`src/rtl/pipe_ctrl_unit.sv`:
```
// Purpose : MIPS-style pipelined controller: Decode, E/M/W control registers, next-PC select, multiply busy.
// Latency : D->E 1 cycle, D->W 2+MEM_STAGES cycles; pcsrcD/orpcsrcD/illegalD are combinational.
// Backpr. : stallE holds E and pushes a bubble into M1; flushE clears E; later stages always advance.
//
// Optional feature macro: CTRL_JAL_EN (jal decode and linkE). Undefined: opcode 000011 is illegal.
//
// Ports:
//   clk, reset          rising-edge clock, synchronous active-low reset
//   opD, functD, equalD Decode-stage opcode, funct field and register compare result
//   stallE, flushE      hazard-unit controls for the E register
//   pcsrcD, orpcsrcD    next-PC select (00 PC+4, 01 branch, 10 jump) and its OR for F/D flush
//   illegalD            op/funct cannot be decoded; a bubble is issued instead
//   *E                  ALU / datapath controls in Execute
//   memwriteM           data memory write from the first M register
//   regwriteM/memtoregM from the last M register
//   regwriteW/memtoregW writeback controls
//   multbusy            multiply result still pending (mflo interlock)
module pipe_ctrl_unit #(
   parameter int ALUCTRL_W  = 4,
   parameter int MEM_STAGES = 1,
   parameter int MULT_LAT   = 4
) (
   input  logic                 clk,
   input  logic                 reset,
   input  logic [5:0]           opD,
   input  logic [5:0]           functD,
   input  logic                 equalD,
   input  logic                 stallE,
   input  logic                 flushE,
   output logic [1:0]           pcsrcD,
   output logic                 orpcsrcD,
   output logic                 illegalD,
   output logic [ALUCTRL_W-1:0] alucontrolE,
   output logic                 alusrcE,
   output logic                 regdstE,
   output logic                 zeroextE,
   output logic                 linkE,
   output logic                 regwriteE,
   output logic                 memtoregE,
   output logic                 memwriteM,
   output logic                 regwriteM,
   output logic                 memtoregM,
   output logic                 regwriteW,
   output logic                 memtoregW,
   output logic                 multbusy
);

   // Opcodes
   localparam logic [5:0] OP_RTYPE = 6'b000000;
   localparam logic [5:0] OP_LW    = 6'b100011;
   localparam logic [5:0] OP_SW    = 6'b101011;
   localparam logic [5:0] OP_BEQ   = 6'b000100;
   localparam logic [5:0] OP_BNE   = 6'b000101;
   localparam logic [5:0] OP_ADDI  = 6'b001000;
   localparam logic [5:0] OP_ANDI  = 6'b001100;
   localparam logic [5:0] OP_ORI   = 6'b001101;
   localparam logic [5:0] OP_SLTI  = 6'b001010;
   localparam logic [5:0] OP_J     = 6'b000010;
`ifdef CTRL_JAL_EN
   localparam logic [5:0] OP_JAL   = 6'b000011;
`endif

   // R-type funct codes
   localparam logic [5:0] F_ADD  = 6'b100000;
   localparam logic [5:0] F_SUB  = 6'b100010;
   localparam logic [5:0] F_AND  = 6'b100100;
   localparam logic [5:0] F_OR   = 6'b100101;
   localparam logic [5:0] F_SLT  = 6'b101010;
   localparam logic [5:0] F_MULT = 6'b011000;
   localparam logic [5:0] F_MFLO = 6'b010010;

   // ALU codes, zero-extended when ALUCTRL_W > 4
   localparam logic [ALUCTRL_W-1:0] ALU_AND = ALUCTRL_W'(4'b0000);
   localparam logic [ALUCTRL_W-1:0] ALU_OR  = ALUCTRL_W'(4'b0001);
   localparam logic [ALUCTRL_W-1:0] ALU_ADD = ALUCTRL_W'(4'b0010);
   localparam logic [ALUCTRL_W-1:0] ALU_SUB = ALUCTRL_W'(4'b0110);
   localparam logic [ALUCTRL_W-1:0] ALU_SLT = ALUCTRL_W'(4'b0111);

   localparam logic [3:0] MULT_LOAD = 4'(MULT_LAT);

   // Control bundle carried from D into E
   typedef struct packed {
      logic                 regWrite;
      logic                 memToReg;
      logic                 memWrite;
      logic                 aluSrc;
      logic                 regDst;
      logic                 zeroExt;
`ifdef CTRL_JAL_EN
      logic                 link;
`endif
      logic [ALUCTRL_W-1:0] aluControl;
   } ctrlBundle_t;

   // Only the fields still needed downstream of E travel through M
   typedef struct packed {
      logic regWrite;
      logic memToReg;
   } memStage_t;

   ctrlBundle_t ctrlD;
   ctrlBundle_t ctrlE;
   logic        isBeq;
   logic        isBne;
   logic        isJump;
   logic        isMult;
   logic        illegal;

   logic        m1MemWrite;
   memStage_t   mReg [MEM_STAGES];
   memStage_t   wReg;
   logic [3:0]  multCnt;
   logic        loadMultE;

   // ------------------------------------------------------------------
   // Decode
   // ------------------------------------------------------------------
   always_comb begin
      ctrlD   = '0;
      isBeq   = 1'b0;
      isBne   = 1'b0;
      isJump  = 1'b0;
      isMult  = 1'b0;
      illegal = 1'b0;

      case (opD)
         OP_RTYPE: begin
            ctrlD.regDst   = 1'b1;
            ctrlD.regWrite = 1'b1;
            case (functD)
               F_ADD:  ctrlD.aluControl = ALU_ADD;
               F_SUB:  ctrlD.aluControl = ALU_SUB;
               F_AND:  ctrlD.aluControl = ALU_AND;
               F_OR:   ctrlD.aluControl = ALU_OR;
               F_SLT:  ctrlD.aluControl = ALU_SLT;
               F_MULT: begin
                  // mult writes HI/LO, not the register file
                  ctrlD.regDst   = 1'b0;
                  ctrlD.regWrite = 1'b0;
                  isMult         = 1'b1;
               end
               F_MFLO: ctrlD.regWrite = 1'b1;
               default: illegal = 1'b1;
            endcase
         end
         OP_LW: begin
            ctrlD.regWrite   = 1'b1;
            ctrlD.memToReg   = 1'b1;
            ctrlD.aluSrc     = 1'b1;
            ctrlD.aluControl = ALU_ADD;
         end
         OP_SW: begin
            ctrlD.memWrite   = 1'b1;
            ctrlD.aluSrc     = 1'b1;
            ctrlD.aluControl = ALU_ADD;
         end
         OP_BEQ: begin
            isBeq            = 1'b1;
            ctrlD.aluControl = ALU_SUB;
         end
         OP_BNE: begin
            isBne            = 1'b1;
            ctrlD.aluControl = ALU_SUB;
         end
         OP_ADDI: begin
            ctrlD.regWrite   = 1'b1;
            ctrlD.aluSrc     = 1'b1;
            ctrlD.aluControl = ALU_ADD;
         end
         OP_ANDI: begin
            ctrlD.regWrite   = 1'b1;
            ctrlD.aluSrc     = 1'b1;
            ctrlD.zeroExt    = 1'b1;
            ctrlD.aluControl = ALU_AND;
         end
         OP_ORI: begin
            ctrlD.regWrite   = 1'b1;
            ctrlD.aluSrc     = 1'b1;
            ctrlD.zeroExt    = 1'b1;
            ctrlD.aluControl = ALU_OR;
         end
         OP_SLTI: begin
            ctrlD.regWrite   = 1'b1;
            ctrlD.aluSrc     = 1'b1;
            ctrlD.aluControl = ALU_SLT;
         end
         OP_J: isJump = 1'b1;
`ifdef CTRL_JAL_EN
         OP_JAL: begin
            isJump         = 1'b1;
            ctrlD.regWrite = 1'b1;
            ctrlD.link     = 1'b1;
         end
`endif
         default: illegal = 1'b1;
      endcase

      // An undecodable instruction becomes a bubble with no PC redirect
      if (illegal) begin
         ctrlD  = '0;
         isBeq  = 1'b0;
         isBne  = 1'b0;
         isJump = 1'b0;
         isMult = 1'b0;
      end
   end

   always_comb begin
      pcsrcD = 2'b00;
      if (isJump)
         pcsrcD = 2'b10;
      else if ((isBeq && equalD) || (isBne && !equalD))
         pcsrcD = 2'b01;
   end

   assign orpcsrcD = |pcsrcD;
   assign illegalD = illegal;

   // ------------------------------------------------------------------
   // E register: flush beats stall
   // ------------------------------------------------------------------
   always_ff @(posedge clk) begin
      if (!reset)
         ctrlE <= '0;
      else if (flushE)
         ctrlE <= '0;
      else if (!stallE)
         ctrlE <= ctrlD;
   end

   assign alucontrolE = ctrlE.aluControl;
   assign alusrcE     = ctrlE.aluSrc;
   assign regdstE     = ctrlE.regDst;
   assign zeroextE    = ctrlE.zeroExt;
   assign regwriteE   = ctrlE.regWrite;
   assign memtoregE   = ctrlE.memToReg;
`ifdef CTRL_JAL_EN
   assign linkE       = ctrlE.link;
`else
   assign linkE       = 1'b0;
`endif

   // ------------------------------------------------------------------
   // M registers. While E is held, the instruction in E must not also
   // advance, so M1 takes a bubble. A flush already empties E, so in that
   // case M1 still takes the (old) E contents.
   // ------------------------------------------------------------------
   always_ff @(posedge clk) begin
      if (!reset) begin
         m1MemWrite <= 1'b0;
         for (int k = 0; k < MEM_STAGES; k++)
            mReg[k] <= '0;
      end else begin
         if (stallE && !flushE) begin
            m1MemWrite <= 1'b0;
            mReg[0]    <= '0;
         end else begin
            m1MemWrite       <= ctrlE.memWrite;
            mReg[0].regWrite <= ctrlE.regWrite;
            mReg[0].memToReg <= ctrlE.memToReg;
         end
         for (int k = 1; k < MEM_STAGES; k++)
            mReg[k] <= mReg[k-1];
      end
   end

   assign memwriteM = m1MemWrite;
   assign regwriteM = mReg[MEM_STAGES-1].regWrite;
   assign memtoregM = mReg[MEM_STAGES-1].memToReg;

   // ------------------------------------------------------------------
   // W register
   // ------------------------------------------------------------------
   always_ff @(posedge clk) begin
      if (!reset)
         wReg <= '0;
      else
         wReg <= mReg[MEM_STAGES-1];
   end

   assign regwriteW = wReg.regWrite;
   assign memtoregW = wReg.memToReg;

   // ------------------------------------------------------------------
   // Multiply busy counter: loaded only when a mult really enters E, so a
   // stalled or flushed mult never starts the interlock window.
   // ------------------------------------------------------------------
   assign loadMultE = isMult && !stallE && !flushE;

   always_ff @(posedge clk) begin
      if (!reset)
         multCnt <= 4'd0;
      else if (loadMultE)
         multCnt <= MULT_LOAD;
      else if (multCnt != 4'd0)
         multCnt <= multCnt - 4'd1;
   end

   assign multbusy = (multCnt != 4'd0);

endmodule

```
`config.mk`:
```
export PLATFORM = sky130hd
export DESIGN_NAME = pipe_ctrl_unit
export DESIGN_NICKNAME = d
export VERILOG_FILES = /design/src/rtl/pipe_ctrl_unit.sv
export SDC_FILE = /design/constraint.sdc
export NUM_CORES = 1
export LEC_CHECK = 0
export CELL_PAD_IN_SITES_DETAIL_PLACEMENT = 1
export CELL_PAD_IN_SITES_GLOBAL_PLACEMENT = 1
export CORE_AREA = 5 5 61 63
export CTS_BUF_LIST = sky130_fd_sc_hd__clkbuf_16
export DETAILED_ROUTE_END_ITERATION = 8
export DIE_AREA = 0 0 66 68
export GPL_TIMING_DRIVEN = 0
export PLACE_DENSITY_LB_ADDON = 0.1
export SYNTH_ARGS = -nofsm -noshare
export SYNTH_HDL_FRONTEND = slang
export SYNTH_SLANG_ARGS = --single-unit
```
`constraint.sdc`:
```
create_clock -name clk -period 3.3 [get_ports clk]
set_clock_uncertainty 0.15 [all_clocks]
set_input_delay 0.825 -clock clk [delete_from_list [all_inputs] [get_ports clk]]
set_output_delay 0.825 -clock clk [all_outputs]
set_load 0.01 [all_outputs]
```
## Yosys cells after proc, flatten, opt, wreduce, memory -nomap -nowiden

Memory sizes are Yosys's and may differ from the RTL's.
Index checks and enable logic that the tools add are counted.

| storage, ports and cells | value |
|---|---|
| register bits | 17 |
| bits in writable memories | 2 |
| bits of input ports | 17 |
| word-level logic and storage cells | 92 |
| memories kept | 1 |

Memories:

| name | depth | bits a word | read ports | clocked after memory_dff | write ports | RTL line | text |
|---|---|---|---|---|---|---|---|
| mReg | 1 | 2 | 1 | 0 | 2 | 110 | `memStage_t mReg [MEM_STAGES];` |

| cells by class | value |
|---|---|
| add/subtract/negate cells | 1 |
| equality and inequality tests | 16 |
| multiplexer cells | 36 |
| bitwise operators | 1 |
| reduce and logical (&&, ||, !) cells | 25 |

Operators with widths:

| kind | count |
|---|---|
| 6-bit == test (second input constant) | 7 |
| 1-bit 2-to-1 mux | 25 |
| 6-bit by 4-bit == test with 1-bit output (second input constant) | 4 |
| 4-bit case mux with 5 select lines | 1 |
| 2-bit OR reduction | 8 |
| 6-bit by 3-bit == test with 1-bit output (second input constant) | 2 |
| 6-bit by 5-bit == test with 1-bit output (second input constant) | 2 |
| 3-bit case mux with 4 select lines | 1 |
| 10-bit 2-to-1 mux | 1 |
| 9-bit OR reduction | 1 |
| 2-bit 2-to-1 mux | 4 |
| 7-bit OR reduction | 1 |
| 6-bit by 2-bit == test with 1-bit output (second input constant) | 1 |
| 6-bit logical NOT | 1 |
| 3-bit 2-to-1 mux | 2 |
| 6-bit OR reduction | 1 |
| 1-bit logical AND | 5 |
| 5-bit OR reduction | 1 |
| 1-bit case mux with 2 select lines | 2 |
| 4-bit nonzero test | 1 |
| 4-bit by 1-bit subtractor with 4-bit output (second input constant) | 1 |
| 1-bit logical NOT | 3 |
| 3-bit OR reduction | 1 |
| 2-bit nonzero test | 1 |
| 2 further kinds | 2 |

## Logic depth before layout (Yosys ltp)

| depth | value |
|---|---|
| depth in word-level cells | 10 |
| mapped depth | 6 |

## Worst setup path before layout

No wires, ideal clock.

| path | value |
|---|---|
| path type | input -> output |
| start | in functD[4] |
| end | out illegalD |
| data arrival time | 1.780 ns |
| data required time | 2.325 ns |
| setup slack | 0.545 ns |
| cell stages on the path | 5 |
| path buffers | 0 |
| cells stage by stage | and2b_1 -> nand3_1 -> a21oi_1 -> a211oi_2 -> or3b_1 |

| between the ends | value |
|---|---|
| longest elaborated chain between the ends | 4 |
| elaborated cells on any way between the ends | 10 |
| those cells by class | eq/ne: 7; mux: 2; reduce/logical: 1 |

RTL lines:

| item | RTL line | text |
|---|---|---|
| start, declared | 26 | `input logic [5:0] functD,` |
| 6-bit by 5-bit == test with 1-bit output or 6-bit == test (tied branches) | 130 | `case (functD)` |
| 7-bit OR reduction (no source line) (*) | - |  |
| 1-bit 2-to-1 mux (*) | 130 |  |
| 1-bit case mux with 2 select lines (*) | 126 | `case (opD)` |
| end, declared | 32 | `output logic illegalD,` |

Every way passes the cells marked *; elsewhere a longest branch is shown, timed or not.

## Worst setup path in the final report

| path | value |
|---|---|
| start | in functD[1] |
| end | out illegalD |

The elaborated chain is that of the path after synthesis.

==> results.cfg <==
[worst_setup_path]
cpPeakStageDelay_ps = 390
arrival_ps = 2260
end_kind = output port
path_class = in -> out
cp_data_required_time_ps = 2320
cp_slowest_cell = or3b_1
cp-start-kind = input port
cp_max_fo = 7
cp_cell_sequence = clkdlybuf4s15_1 -> nand2b_1 -> nand3_1 -> a21oi_2 -> a211oi_4 -> or3b_1 -> buf_2

[placement]
dp_worst_setup_slack_ps = -640.6
port_buffers = 33
place_congestion = 0.7334
hpwl_mm = 2.133

[clocking]
cts_tree = built
cts_sinks = 18
cts_made_buffers = 3
cts_buffer_depth = 2
h-tree-depth = 1
cts-root-buf = clkbuf_16
insertion_delay_ps = 250
cts_hold_buf = 0
clk_pin_slew_ps = 50

[yosys]
ys_ff_latch = 18
syn_area_per_cell_sq_um = 8.294
synthDistinctLibCells = 42
syn-instance-count = 124
yosysSeqAreaShare_pct = 36.98
async_flop_share_pct = 0
yosys-top-cells-area = dfxtp_1 (31%), edfxtp_1 (5.8%), nor2_1 (5.1%)
synth_area_sq_um = 1028
synth_top_area_share_pct = 31.14
yosysMostFrequentCell = dfxtp_1
synth_top_cell_by_area = dfxtp_1
synth_edf_count = 2
synth-main-ff-cell = dfxtp_1
synth_commonest_cells = dfxtp_1 (16), nor2_1 (14), nand2_1 (12)
synth_warnings = 0

[power_and_ir_drop]
p_comb_share_pct = 28.1
p_leak_nw = 0.6552
power_uw = 692.8
pwr_density_cell_nw_per_um2 = 434.6
seq_power_share_pct = 37.4
p_sw_share_pct = 28.08
switchingPower_uw = 194.5
peakVddDrop_mv = 0.1866
internal_power_uw = 498.3
power_frac_clock_pct = 34.5

[timing]
timing.fmax_ghz = 0.3087
hold_violations = 0
fin_crit_ps = 3239
setup_violations = 0
min_period_over_period_pct = 98.16
rsz0062_at_grt = no
finalWorstSetupSlack_ps = 60.65
final-max-slew-violation-count = 0

[global_route]
top_usage_layer = met2
grt_first_pass_wirelength_mm = 4.733
grt_pass1_vias = 1127
antenna_found_initial = 0
use_met2_pct = 26.28
met3_usage_pct = 1.970
globalRouteTotalUtil_pct = 13.61
grt_start_max_net_pins = 11
grt_use_met1_pct = 13.83
grt-ovfl-total = 0

[status]
outcome = completed

[die]
core_region_area_sq_um = 3179
start_util_pct = 32.35
die_height_um = 68
ios = 37
row_count = 21
die_area_sq_um = 4488
fp.dieW_um = 66

[drt]
wire_per_inst_um = 13.70
wirelength_mm = 2.960
via_count = 1065
viasPerCell = 4.931
antenna_left = 0
dr.pass1.iters = 4
drt_iter0_drc = 40
drc = 0

[layout]
n_antenna_cell = 0
nNetsFinal = 189
nFillCells = 389
layout-drive-gt1-share_pct = 22.35
area_growth_pct = 54.99

[job]
maxCapViolations = 0

[hold_path]
holdCritPathClass = reg -> reg
-- logic make-up (layout without fill, tap and decap cells) --
| logic type | count (synthesis) | count (layout) | share of synthesized area, % |
|---|---|---|---|
| AOI/OAI and AO/OA | 28 | 28 | 18.86 |
| xor gates and xnor gates | 2 | 2 | 1.703 |
| adders and majority gates | 1 | 1 | 1.216 |
| buffers and inverters | 10 | 54 | 5.960 |
| DFF | 18 | 18 | 36.98 |
| muxes | 1 | 1 | 0.9733 |
| other | 2 | 4 | 0.7302 |
| and+or+nand+nor | 62 | 62 | 33.58 |
-- critical path, delay by kind of cell --
family	cells	cell delay (ps)
AND/OR/NAND/NOR	3	690
buffers and inverters	2	470
AO/OA/AOI/OAI	2	270
-- cells in the final DEF, fill, tap and decap left out, drive strengths merged, types with 2 or more instances in the layout --
cell / instances
nand2: 14
and2b: 3
clkdlybuf4s50: 20
inv: 3
dfxtp: 16
a211oi: 3
nand3: 6
clkdlybuf4s15: 3
and2: 2
and3: 4
or3: 2
nand4b: 2
o21ai: 8
buf: 15
o31ai: 2
nor2: 17
dlygate4sd2: 3
a21oi: 8
nor4: 2
nand2b: 3
conb: 4
edfxtp: 2
clkbuf: 4
a41oi: 3
dlymetal6s2s: 5
-- cell type report --
cell class                      count  area [sq um]  area share, %
Tap cell                           46         57.56          3.611
Sequential cell                    18         380.4          23.86
Inverter                            3         11.26         0.7064
Clock buffer                        3         75.07          4.710
Multi-Input combinational cell     98         631.9          39.64
Buffer                              7         50.05          3.140
Clock inverter                      1         3.754         0.2355
Timing Repair Buffer               40         384.1          24.10
-- stage by stage --
stage / hold WS [ps] / TNS (ps) / std cells / utilization, % / cell area, sq um
after CTS: 310.7 / -29.41 / 214 / 49.19 / 1564
after detailed placement: 298.7 / -1430 / 205 / 44.79 / 1424
after global routing: 337.2 / 0 / 216 / 50.14 / 1594
after floorplan: 276.3 / 0 / 126 / - / 1036
after global placement: 297.5 / -1310 / 205 / 44.79 / 1424
final: 304.7 / 0 / 216 / 50.14 / 1594
-- metal layers --
layer	vias to the layer above	part of all wire [%]
li1	529	-
met2	35	53
met5	-	0
met3	6	4.9
met1	495	40
met4	0	2.1
-- what timing repair did --
item | in CTS | in global routing
buffers inserted | 5 | 2
endpoints found under the setup margin | 4 | 2
gates resized for setup | 23 | 9
pin swaps | 4 | 6
-- worst paths after layout --
check / from / end / slack, ps / depth (start not counted)
setup reg to reg: multCnt[0] / multCnt[1] / 2010 / 5
hold / removal: alucontrolE[2] / alucontrolE[2] / 300 / 2
setup / recovery: functD[1] / illegalD / 60 / 7
hold reg to reg: alucontrolE[2] / alucontrolE[2] / 300 / 2
-- flip-flops by register name, indices dropped and copies added, names as in the netlist --
signal	count
memwriteM	1
mReg	2
regdstE	1
alusrcE	1
memtoregE	1
regwriteW	1
multCnt	4
zeroextE	1
ctrlE	1
memtoregW	1
regwriteE	1
alucontrolE	3
-- power by group through the flow --
stage               combinational, mW  clock, mW  sequential, mW
global route                    0.220      0.258           0.262
detailed placement              0.188          0           0.264
floorplan                       0.114          0           0.260
finish                          0.194      0.239           0.259
CTS                             0.193      0.249           0.260
global placement                0.181          0           0.262
(Power assumes the default switching activity.)
